===== src/rtl/alu_seq_if.sv =====
// Operand/result handshake bundle for alu_seq: request side (in_*, op_code, a, b)
// and result side (out_*, result, zero, carry). The controller uses master, the ALU uses slave.
interface alu_seq_if #(
  parameter int WIDTH = 8
);
  logic             in_valid;
  logic             in_ready;
  logic [2:0]       op_code;
  logic [WIDTH-1:0] a;
  logic [WIDTH-1:0] b;
  logic             out_valid;
  logic             out_ready;
  logic [WIDTH-1:0] result;
  logic             zero;
  logic             carry;

  modport master (
    output in_valid, op_code, a, b, out_ready,
    input  in_ready, out_valid, result, zero, carry
  );

  modport slave (
    input  in_valid, op_code, a, b, out_ready,
    output in_ready, out_valid, result, zero, carry
  );
endinterface


===== src/rtl/alu_seq.sv =====
// Clocked ALU with registered result, zero/carry flags and a WIDTH-cycle shift-add multiply.
// Optional build macro ALU_SAT_EN: saturating ADD/SUB/MUL instead of wrap-around.
module alu_seq #(
  parameter int WIDTH = 8
) (
  input  logic       clk,
  input  logic       rst_n,
  alu_seq_if.slave   bus,
  output logic [1:0] dbg_state
);
  localparam int SHW = $clog2(WIDTH);
  localparam int CW  = $clog2(WIDTH) + 1;

  typedef enum logic [1:0] {
    S_IDLE = 2'd0,
    S_MUL  = 2'd1,
    S_DONE = 2'd2
  } state_t;

  // Handshake: a request transfers on a rising edge where in_valid && in_ready;
  // a result transfers on a rising edge where out_valid && out_ready. Each side
  // ignores its valid/ready partner while its own ready/valid is low.

  state_t             state_q, state_d;
  logic [CW-1:0]      cnt_q, cnt_d;
  logic [2*WIDTH-1:0] acc_q, acc_d;
  logic [2*WIDTH-1:0] mcand_q, mcand_d;
  logic [WIDTH-1:0]   mplier_q, mplier_d;
  logic [WIDTH-1:0]   result_q, result_d;
  logic               zero_q, zero_d;
  logic               carry_q, carry_d;

  logic               accept;
  logic [WIDTH:0]     sum_ext;
  logic [WIDTH:0]     diff_ext;
  logic [2*WIDTH-1:0] mul_prod;
  logic [WIDTH-1:0]   alu_res;
  logic               alu_carry;
  logic               in_ready_o;
  logic               out_valid_o;

  assign accept = bus.in_valid && in_ready_o;

  // State register
  always_ff @(posedge clk or negedge rst_n) begin
    if (!rst_n) state_q <= S_IDLE;
    else        state_q <= state_d;
  end

  // Next-state logic
  always_comb begin
    state_d = state_q;
    unique case (state_q)
      S_IDLE: if (accept) state_d = (bus.op_code == 3'b111) ? S_MUL : S_DONE;
      S_MUL:  if (cnt_q == CW'(1)) state_d = S_DONE;
      S_DONE: if (bus.out_ready) state_d = S_IDLE;
      default: state_d = S_IDLE;
    endcase
  end

  // Output logic
  always_comb begin
    in_ready_o  = 1'b0;
    out_valid_o = 1'b0;
    unique case (state_q)
      S_IDLE:  in_ready_o  = 1'b1;
      S_DONE:  out_valid_o = 1'b1;
      default: ;
    endcase
  end

  // Single-cycle operations, evaluated on the operands presented at accept.
  always_comb begin
    sum_ext   = {1'b0, bus.a} + {1'b0, bus.b};
    diff_ext  = {1'b0, bus.a} - {1'b0, bus.b};
    alu_res   = '0;
    alu_carry = 1'b0;
    unique case (bus.op_code)
      3'b000: begin
        alu_res   = sum_ext[WIDTH-1:0];
        alu_carry = sum_ext[WIDTH];
`ifdef ALU_SAT_EN
        if (sum_ext[WIDTH]) alu_res = '1;
`endif
      end
      3'b001: begin
        alu_res   = diff_ext[WIDTH-1:0];
        alu_carry = diff_ext[WIDTH];
`ifdef ALU_SAT_EN
        if (diff_ext[WIDTH]) alu_res = '0;
`endif
      end
      3'b010:  alu_res = bus.a & bus.b;
      3'b011:  alu_res = bus.a | bus.b;
      3'b100:  alu_res = bus.a ^ bus.b;
      3'b101:  alu_res = bus.a << bus.b[SHW-1:0];
      3'b110:  alu_res = bus.a >> bus.b[SHW-1:0];
      default: ;
    endcase
  end

  // Datapath: shift-add multiply consumes one multiplier bit per MUL cycle;
  // the last bit is folded in on the same edge that writes the result.
  always_comb begin
    cnt_d    = cnt_q;
    acc_d    = acc_q;
    mcand_d  = mcand_q;
    mplier_d = mplier_q;
    result_d = result_q;
    zero_d   = zero_q;
    carry_d  = carry_q;
    mul_prod = acc_q + (mplier_q[0] ? mcand_q : '0);
    if (state_q == S_IDLE && accept) begin
      if (bus.op_code == 3'b111) begin
        cnt_d    = CW'(WIDTH);
        acc_d    = '0;
        mcand_d  = {{WIDTH{1'b0}}, bus.a};
        mplier_d = bus.b;
      end else begin
        result_d = alu_res;
        zero_d   = (alu_res == '0);
        carry_d  = alu_carry;
      end
    end else if (state_q == S_MUL) begin
      cnt_d    = cnt_q - CW'(1);
      acc_d    = mul_prod;
      mcand_d  = mcand_q << 1;
      mplier_d = mplier_q >> 1;
      if (cnt_q == CW'(1)) begin
        carry_d  = (mul_prod[2*WIDTH-1:WIDTH] != '0);
        result_d = mul_prod[WIDTH-1:0];
`ifdef ALU_SAT_EN
        if (carry_d) result_d = '1;
`endif
        zero_d   = (result_d == '0);
      end
    end
  end

  always_ff @(posedge clk or negedge rst_n) begin
    if (!rst_n) begin
      cnt_q    <= '0;
      acc_q    <= '0;
      mcand_q  <= '0;
      mplier_q <= '0;
      result_q <= '0;
      zero_q   <= 1'b0;
      carry_q  <= 1'b0;
    end else begin
      cnt_q    <= cnt_d;
      acc_q    <= acc_d;
      mcand_q  <= mcand_d;
      mplier_q <= mplier_d;
      result_q <= result_d;
      zero_q   <= zero_d;
      carry_q  <= carry_d;
    end
  end

  assign bus.in_ready  = in_ready_o;
  assign bus.out_valid = out_valid_o;
  assign bus.result    = result_q;
  assign bus.zero      = zero_q;
  assign bus.carry     = carry_q;
  assign dbg_state     = state_q;
endmodule


===== src/flat_wrapper.sv =====
// flat-port wrapper written by rule: the top's interface ports become plain ports
module alu_seq_flat 
#(
  parameter int WIDTH = 8
)
  (clk, rst_n, dbg_state, bus_in_valid, bus_op_code, bus_a, bus_b, bus_out_ready, bus_in_ready, bus_out_valid, bus_result, bus_zero, bus_carry);
  alu_seq_if #(.WIDTH(WIDTH)) bus_i ();
  input  logic clk;
  input  logic rst_n;
  output logic [1:0] dbg_state;
  input wire logic [$bits(bus_i.in_valid)-1:0] bus_in_valid;
  input wire logic [$bits(bus_i.op_code)-1:0] bus_op_code;
  input wire logic [$bits(bus_i.a)-1:0] bus_a;
  input wire logic [$bits(bus_i.b)-1:0] bus_b;
  input wire logic [$bits(bus_i.out_ready)-1:0] bus_out_ready;
  output wire logic [$bits(bus_i.in_ready)-1:0] bus_in_ready;
  output wire logic [$bits(bus_i.out_valid)-1:0] bus_out_valid;
  output wire logic [$bits(bus_i.result)-1:0] bus_result;
  output wire logic [$bits(bus_i.zero)-1:0] bus_zero;
  output wire logic [$bits(bus_i.carry)-1:0] bus_carry;
  assign bus_i.in_valid = bus_in_valid;
  assign bus_i.op_code = bus_op_code;
  assign bus_i.a = bus_a;
  assign bus_i.b = bus_b;
  assign bus_i.out_ready = bus_out_ready;
  assign bus_in_ready = bus_i.in_ready;
  assign bus_out_valid = bus_i.out_valid;
  assign bus_result = bus_i.result;
  assign bus_zero = bus_i.zero;
  assign bus_carry = bus_i.carry;
  alu_seq #(.WIDTH(WIDTH)) u_core (.clk(clk), .rst_n(rst_n), .bus(bus_i), .dbg_state(dbg_state));
endmodule

===== config.mk =====
export PLATFORM = sky130hd
export DESIGN_NAME = alu_seq_flat
export DESIGN_NICKNAME = d
export VERILOG_FILES = /design/src/rtl/alu_seq_if.sv /design/src/rtl/alu_seq.sv /design/src/flat_wrapper.sv
export SDC_FILE = /design/constraint.sdc
export NUM_CORES = 1
export LEC_CHECK = 0
export CELL_PAD_IN_SITES_DETAIL_PLACEMENT = 0
export CELL_PAD_IN_SITES_GLOBAL_PLACEMENT = 1
export CORE_MARGIN = 2
export CORE_UTILIZATION = 25
export CTS_BUF_LIST = sky130_fd_sc_hd__clkbuf_8
export CTS_CLUSTER_SIZE = 16
export DETAILED_ROUTE_END_ITERATION = 8
export DONT_BUFFER_PORTS = 1
export PLACE_DENSITY_LB_ADDON = 0.1
export SYNTH_ARGS = -nofsm -noshare
export SYNTH_HDL_FRONTEND = slang
export SYNTH_SLANG_ARGS = --single-unit

===== constraint.sdc =====
create_clock -name clk -period 5.2 [get_ports clk]
set_input_delay 0.78 -clock clk [delete_from_list [all_inputs] [get_ports clk]]
set_output_delay 0.78 -clock clk [all_outputs]
set_load 0.02 [all_outputs]

Word level (Yosys, flattened, before mapping)
Cells that the tools add are included.
{ "word_totals": {"reg_bits": 56} }
{ "classes": {"n_addsub": 4, "eq_ne": 15, "n_shift": 2, "n_mux": 34, "bitwise_logic": 3, "n_reduce_logical": 12} }
{ "op_table": {"columns": ["op", "n"], "rows": [
  ["$mux W16", 7],
  ["$mux W8", 7],
  ["$pmux W8 S7", 1],
  ["$add A16 B16 Y16", 1],
  ["$logic_not A8 Y1", 2],
  ["$eq A3 B3 Y1 const B", 4],
  ["$mux W4", 3],
  ["$mux W1", 10],
  ["$add A8 B8 Y9", 1],
  ["$sub A8 B8 Y9", 1],
  ["$and A8 B8 Y8", 1],
  ["$mux W2", 4],
  ["$ne A2 B2 Y1 const B", 4],
  ["$or A8 B8 Y8", 1],
  ["$reduce_bool A8 Y1", 1],
  ["$shl A8 B3 Y8", 1],
  ["$shr A8 B3 Y8", 1],
  ["$xor A8 B8 Y8", 1],
  ["$eq A3 B2 Y1 const B", 2],
  ["$pmux W2 S3", 1],
  ["$reduce_and A3 Y1", 2],
  ["$eq A4 B1 Y1 const B", 1],
  ["$reduce_bool A2 Y1", 2],
  ["$sub A4 B1 Y4 const B", 1],
  ["9 further kinds", 10]
]} }

Logic depth before layout (Yosys ltp)
Gate-level depths: netlist of the first run.
{ "depth": {"ltp_word": 6, "depth_mapped": 12, "mapped_depth_nobuf": 11} }

Worst setup path before layout of the first run
Ideal clock, no wire load.
{ "synth_timing": {"path_kind": "input -> register", "from": "in bus_b[2]", "to": "reg u_core.zero_q (netlist: u_core.bus.zero)", "arrival_ns": 2.938, "setup_slack_ns": 2.197, "stages": 12, "path_cell_list": "buf_2 > inv_1 > ha_1 > clkbuf_1 > nor3_1 > o311ai_0 > o311ai_0 > xnor2_1 > a21oi_1 > inv_1 > nor4b_1 > o22a_1"} }
{ "synth_between": {"elab_chain_len": 5, "word_cells_on_any_way": 11, "cone_classes": "add/sub: 2; shift: 2; mux: 3; bitwise: 3; reduce/logical: 1"} }
{ "synth_rtl": {"columns": ["element", "line", "rtl"], "rows": [
  ["start: declaration", "flat_wrapper.sv:14", "input wire logic [$bits(bus_i.b)-1:0] bus_b;"],
  ["$sub A8 B8 Y9, or another cell as far along", "alu_seq.sv:75", "diff_ext = {1'b0, bus.a} - {1'b0, bus.b};"],
  ["$pmux W8 S7 (*)", "alu_seq.sv:78", "unique case (bus.op_code)"],
  ["$logic_not A8 Y1 (*)", "alu_seq.sv:121", "zero_d = (alu_res == '0);"],
  ["$mux W1 (*)", "alu_seq.sv:114", "if (bus.op_code == 3'b111) begin"],
  ["$mux W1 (*)", "alu_seq.sv:113", "if (state_q == S_IDLE && accept) begin"],
  ["end signal: assignment", "alu_seq.sv:155", "zero_q <= zero_d;"],
  ["end: declaration", "alu_seq.sv:30", "logic zero_q, zero_d;"]
]} }
Mark *: on every way between the ends. The rest lies on a longest branch, timed or not. The select of a mux whose other input is x is not followed.
A chain may end at the register's enable or synchronous reset.

Worst setup path after layout of the first run
{ "layout_timing": {"from": "reg u_core.mplier_q[0]", "to": "reg u_core.carry_q (netlist: u_core.bus.carry)"} }
{ "layout_between": {"elab_chain_len": 6} }
{ "layout_rtl": {"columns": ["element", "line", "rtl"], "rows": [
  ["start: declaration", "alu_seq.sv:28", "logic [WIDTH-1:0] mplier_q, mplier_d;"],
  ["start signal: assignment", "alu_seq.sv:153", "mplier_q <= mplier_d;"],
  ["$mux W16", "alu_seq.sv:112", "mul_prod = acc_q + (mplier_q[0] ? mcand_q : '0);"],
  ["$add A16 B16 Y16", "alu_seq.sv:112", null],
  ["$reduce_bool A8 Y1", "alu_seq.sv:130", "carry_d = (mul_prod[2*WIDTH-1:WIDTH] != '0);"],
  ["$mux W1", "alu_seq.sv:129", "if (cnt_q == CW'(1)) begin"],
  ["$mux W1", "alu_seq.sv:124", "end else if (state_q == S_MUL) begin"],
  ["$mux W1", "alu_seq.sv:113", null],
  ["end signal: assignment", "alu_seq.sv:156", "carry_q <= carry_d;"],
  ["end: declaration", "alu_seq.sv:31", "logic carry_q, carry_d;"]
]} }
Every way passes these cells. The select of a mux whose other input is x is not followed.

==> out/results.txt, run 1 <==
status - complete, no violations
CTS sink cnt - 56
full die area - 0.0206 mm²
peak supply drop - 128 µV
P_leak - 2.23 nW
top-level I/O count - 37
post-synthesis sequential area ratio - 28.8%
critical path data required time - 5450 ps
Cell Pwr Density - 425 mW/mm²
Via Count - 4302
vias in the first global route - 4232
largest area contributor in the netlist - dfrtp_1
per-cell routed wire length - 18.5 µm
H-Tree Depth - 2
hold_ws - 95.4 ps
Clk pin slew, worst setup/hold paths - 130 ps
post-layout util - 27.0%
global-route wire length before repair - 24.6 mm
Post-CTS Setup Bufs - 0
r2r setup slk - 1780 ps
worst r2r src - u_core.mplier_q[0]
CTS root buffer - clkbuf_8
max frequency - 293 MHz
Synthesized Nets - 676
Post-synth top flop - dfrtp_1
Reg2Reg Depth - 10
synth unique cells - 65
routability cong. - 0.868
Antenna Cells - 0
setup TNS - 0 ps
number of DRC markers in iteration 0 - 271
Syn Std Cell Area - 0.00487 mm²
ys async rst share - 100%
Synth top area share - 28.8%
RSZ-0062 raised after global routing - no
CTS Buf Count - 5
worst slew pin tran - 866 ps
Critical Path Source Type - flip-flop
Starting Density - 25.3%
max_cap viols - 0
layout cell share with drive strength beyond 1 - 5.15%
RR Endpoint - u_core.bus.carry
initial antenna violation count - 0
Hold Violations, Final - 0
Avg Cell Area, Syn - 8.01 µm²
HP Class - in2async
# resized after CTS - 0
Setup Skew - 28.2 ps
count of port buffers added during placement - 0
vias per cell - 5.07
CTS hold repair buffers - 0
Tmin final - 3420 ps
row count - 51
Setup CP Type - reg2reg
synth top area cells - dfrtp_1, ha_1, nand2_1, o21ai_0, xnor2_1
Final nets - 650
synth-to-layout area growth - 6.84%
Synthesis Warnings - 0
Final Cycle Share - 65.7%
Pwr Total - 2.21 mW
drt pass-1 iters - 5
FF+latch count, synth - 56
DIE HEIGHT - 144 µm
CTS tree - done
Worst-Skew Late Latency - 360 ps
# setup viols final - 0
Clock Tree Buf Depth - 2
WL final - 15.7 mm
WP data arrival - 3670 ps
Remaining DRCs - 0
count leader, synth - nand2_1
All-Layer GR Usage - 15.5%
Routed Antenna Nets - 0
Die X - 144 µm
Critical Path Sink Type - flip-flop
Slew Limit Headroom - 42.1%
EDFF count, synth - 0
final-report max-slew violation count - 0
GRT overflow - 0
Post-synth top cells - nand2_1, dfrtp_1, o21ai_0
Syn Inst Count - 608
Post-DP HPWL - 11.7 mm
largest net degree at the start of global routing - 57
Worst Path Max Fanout - 17
Std-Cell Core Area - 0.0193 mm²
## final cells by class
type / count / area (µm²)
fillers: 2150 / 14100
multi-input cells: 483 / 3190
flip-flops and latches: 56 / 1400
well taps: 265 / 332
inverters: 30 / 113
clock buffers: 5 / 68.8
clock inverters: 3 / 47.5
repair buffers: 6 / 45.0
## cells by family (layout without fill, tap and decap cells)
group | Yosys count | count (layout) | synth area share, %
buffers and inverters | 69 | 44 | 5.60
AND/OR/NAND/NOR | 229 | 229 | 21.9
multiplexers | 19 | 19 | 4.93
AO/OA/AOI/OAI | 168 | 168 | 22.8
XOR/XNOR | 22 | 22 | 3.96
adder cells (fa/ha/maj) | 45 | 45 | 12.0
flip-flops | 56 | 56 | 28.8
## routing by layer
metal / vias up / GRT usage (%) / wire [µm]
met5: - / 0 / 0
met4: 0 / 3.51 / 189
met3: 14 / 3.10 / 746
met2: 108 / 25.0 / 7180
met1: 2088 / 21.5 / 7540
li1: 2092 / - / -
## stage by stage
stage | cells | setup slack [ps] | instance area [µm²]
after floorplan | 608 | 2200 | 4870
after global placement | 840 | 1790 | 5080
after detailed placement | 840 | 1710 | 5080
after CTS | 848 | 1710 | 5200
after global routing | 848 | 1560 | 5200
final | 848 | 1780 | 5200
## sequential cells by signal, summed over array words and instances, names as in the netlist
signal	cells
u_core.acc_q	16
u_core.bus.carry	1
u_core.bus.result	8
u_core.bus.zero	1
u_core.cnt_q	4
u_core.dbg_state	2
u_core.mcand_q	16
u_core.mplier_q	8
## power breakdown
part,internal (mW),total (mW),switching (mW)
clock,0.146,0.319,0.173
sequential,0.606,0.792,0.186
combinational,0.442,1.10,0.656
## worst max-delay path, cell delays in order (launching register included)
cell	delay, ps
dfrtp_1	550
and2_1	230
ha_1	220
fa_1	410
a21oi_1	310
o21ai_2	150
a21oi_2	250
mux2i_1	260
nand4_1	120
or4_1	530
o41a_1	310
## placed cells by master, fill, tap and decap left out, types with 4 or more instances in the layout
cell type,Yosys,layout
nand3_1,18,18
nor3_1,10,10
xnor2_1,18,18
xor2_1,4,4
o21ai_0,45,45
nand2_1,96,96
buf_4,0,6
nor2_1,40,40
a21oi_1,29,29
mux4_2,4,4
a21o_1,8,8
dfrtp_1,56,56
inv_1,29,29
a31oi_1,20,20
and2_1,17,17
mux2i_1,15,15
nor2b_1,14,14
o22ai_1,4,4
nand4_1,5,5
o31ai_1,4,4
nor4_1,6,6
nand2b_1,9,9
o21bai_1,4,4
ha_1,42,42
clkbuf_8,0,5
o211ai_1,4,4
a22o_1,5,5
## worst max path at each step
stage / start / end / slack [ps] / depth (start not counted)
6_report: u_core.mplier_q[0] / u_core.bus.carry / 1780 / 10
5_1_grt: u_core.mplier_q[0] / u_core.bus.carry / 1560 / 10
4_1_cts: u_core.mplier_q[0] / u_core.bus.carry / 1710 / 10
3_5_place_dp: u_core.mplier_q[0] / u_core.bus.carry / 1710 / 10
3_3_place_gp: u_core.mplier_q[0] / u_core.bus.carry / 1790 / 10
2_1_floorplan: bus_b[2] / u_core.bus.zero / 2200 / 12
(Power assumes the default switching activity.)
==> inputs of run 2 (changes only) <==
==> constraint.sdc (replaced) <==
create_clock -name clk -period 3.07 [get_ports clk]
set_input_delay 0.4605 -clock clk [delete_from_list [all_inputs] [get_ports clk]]
set_output_delay 0.4605 -clock clk [all_outputs]
set_load 0.02 [all_outputs]
==> run 2 against run 1 <==
Final cell count grew 2.8%. Utilization increased by 1.1 points. Via count grew 0.49%. Sequential share of layout area fell by 1.1 points. Critical endpoint unchanged. Wire length is 0.54% higher. Maximum frequency increased by 17%. Total power rose by 77%. Final area increased by 4.2%.
==> out/results.txt, run 2 (same netlist as run 1, synthesis figures left out) <==
status - complete, no violations
CTS tree - done
HP Class - in2reg
RSZ-0062 raised after global routing - no
Worst-Skew Late Latency - 350 ps (about the same)
routability cong. - 0.854 (-1.5%)
sequential share of power - 34.0% (-1.8 points)
global-route wire length before repair - 25.4 mm (+3.6%)
top-level I/O count - 37 (unchanged)
Final Cycle Share - 95.1% (+29 points)
All-Layer GR Usage - 16.0% (+0.42 points)
critical path data required time - 3310 ps (-2140 ps)
Post-DP HPWL - 11.9 mm (+1.4%)
Switching Power - 1.80 mW (+78%)
final-report max-slew violation count - 0 (unchanged)
Setup CP Type - reg2reg
DIE HEIGHT - 144 µm (unchanged)
Critical Path Source Type - flip-flop
Routed Antenna Nets - 0 (unchanged)
most frequent cells in the layout - nand2_1, dfrtp_1, o21ai_0
internal power - 2.10 mW (+76%)
Hold Violations, Final - 0 (unchanged)
Setup Skew - 22.8 ps (-5.44 ps)
P_leak - 2.35 nW (+5.1%)
Final nets - 674 (+3.7%)
largest net degree at the start of global routing - 57 (unchanged)
r2r setup slk - 150 ps (-1630 ps)
# setup viols final - 0 (unchanged)
Pwr Total - 3.90 mW (+77%)
synth-to-layout area growth - 11.3%
drt pass-1 iters - 5 (unchanged)
number of DRC markers in iteration 0 - 254 (-6.3%)
Critical Path Sink Type - flip-flop
WL final - 15.7 mm (+0.54%)
layout cell share with drive strength beyond 1 - 9.72% (+4.6 points)
vias per cell - 4.96 (-2.3%)
CTS sink cnt - 56 (unchanged)
initial antenna violation count - 0 (unchanged)
vias in the first global route - 4440 (+4.9%)
Antenna Cells - 0 (unchanged)
row count - 51 (unchanged)
Via Count - 4323 (+0.49%)
commonest non-fill, non-tap cell in the layout - nand2_1
Cell Pwr Density - 720 mW/mm² (+70%)
full die area - 0.0206 mm² (unchanged)
CTS root buffer - clkbuf_8
worst slew pin tran - 1040 ps (+171 ps)
H-Tree Depth - 2 (unchanged)
WP data arrival - 3160 ps (-510 ps)
max_cap viols - 0 (unchanged)
max frequency - 343 MHz (+17%)
sw frac - 46.2% (+0.26 points)
CTS Buf Count - 5 (unchanged)
clock power share - 11.5% (-2.9 points)
Worst Path Max Fanout - 4 (-13)
count of port buffers added during placement - 0 (unchanged)
Starting Density - 25.3% (unchanged)
Std-Cell Core Area - 0.0193 mm² (unchanged)
peak supply drop - 194 µV (+51%)
Slew Limit Headroom - 30.8% (-11 points)
Die X - 144 µm (unchanged)
per-cell routed wire length - 18.0 µm (-2.2%)
top flop regs - u_core.acc_q (16), u_core.mcand_q (16)
setup TNS - 0 ps (unchanged)
Gate power share - 54.5% (+4.8 points)
Tmin final - 2920 ps (-499 ps)
Remaining DRCs - 0 (unchanged)
Clk pin slew, worst setup/hold paths - 130 ps (about the same)
Clock Tree Buf Depth - 2 (unchanged)
GRT overflow - 0 (unchanged)
run 2: what timing repair did:
| item | CTS | global route |
|---|---|---|
| hold buffers | 2 | 0 |
| gates resized for setup | 2 | 8 |
| endpoints found under the setup margin | 1 | 1 |
| setup buffers | 1 | 3 |
| pin swaps | 1 | 5 |
| endpoints found under the hold margin | 56 | 0 |
run 2: worst max-delay path, stage by stage, from the launching register on:
cell,delay (ps)
dfrtp_1,420
and2_1,150
ha_1,200
fa_2,390
a21oi_4,150
o21ai_2,100
a21oi_2,230
buf_4,150
xnor2_1,130
nand2_1,80
or4_1,520
o41a_1,310
run 2: final timing paths:
kind | startpoint | to | cells past startpoint
max in group asynchronous | rst_n | u_core.cnt_q[1] | 2
max reg2reg | u_core.mplier_q[0] | u_core.bus.carry | 11
min in group asynchronous | rst_n | u_core.acc_q[7] | 2
max | u_core.mplier_q[0] | u_core.bus.carry | 11
min | bus_b[6] | u_core.mplier_q[6] | 2
min reg2reg | u_core.mcand_q[8] | u_core.mcand_q[9] | 2
run 2: layout make-up:
type | count | area, µm²
clock buffer | 5 | 68.8
clock inverter | 3 | 22.5
fill | 2122 | 13900
inverter | 30 | 113
multi-input combinational | 483 | 3230
sequential | 56 | 1400
tap | 265 | 332
timing repair buffer | 30 | 251
run 2: per-stage QoR:
step           util [%]  hold WS [ps]  instances  setup slack [ps]  instance area, µm²
6_report           28.1           262        872               151                5420
2_1_floorplan         -           165        608               130                4870
5_1_grt            28.1           233        872              12.0                5420
4_1_cts            27.9           240        869              31.2                5370
3_3_place_gp       27.1           166        858              29.8                5220
3_5_place_dp       27.1           166        858             -27.8                5220
run 2: metal layers:
layer	part of all wire [%]	track usage, %	vias up
li1	-	-	2147
met3	3.7	2.53	13
met2	45	25.5	80
met5	0	0	-
met1	49	22.5	2083
met4	1.5	4.02	0
run 2: power by group through the flow:
stage	clock network, mW	registers (mW)	logic (mW)
detailed placement	0	1.34	2.02
floorplan	0	1.27	1.48
global placement	0	1.34	2.02
global route	0.500	1.37	2.41
finish	0.449	1.33	2.13
CTS	0.477	1.33	2.08
==> inputs of run 3 (changes only) <==
--- a/config.mk
+++ b/config.mk
@@ -13,6 +13,7 @@
 export CTS_CLUSTER_SIZE = 16
 export DETAILED_ROUTE_END_ITERATION = 8
 export DONT_BUFFER_PORTS = 1
+export HOLD_SLACK_MARGIN = 0.12
 export PLACE_DENSITY_LB_ADDON = 0.1
 export SYNTH_ARGS = -nofsm -noshare
 export SYNTH_HDL_FRONTEND = slang
==> results of run 3 <==
Final layout, timing and power as in run 2 (identical DEF).
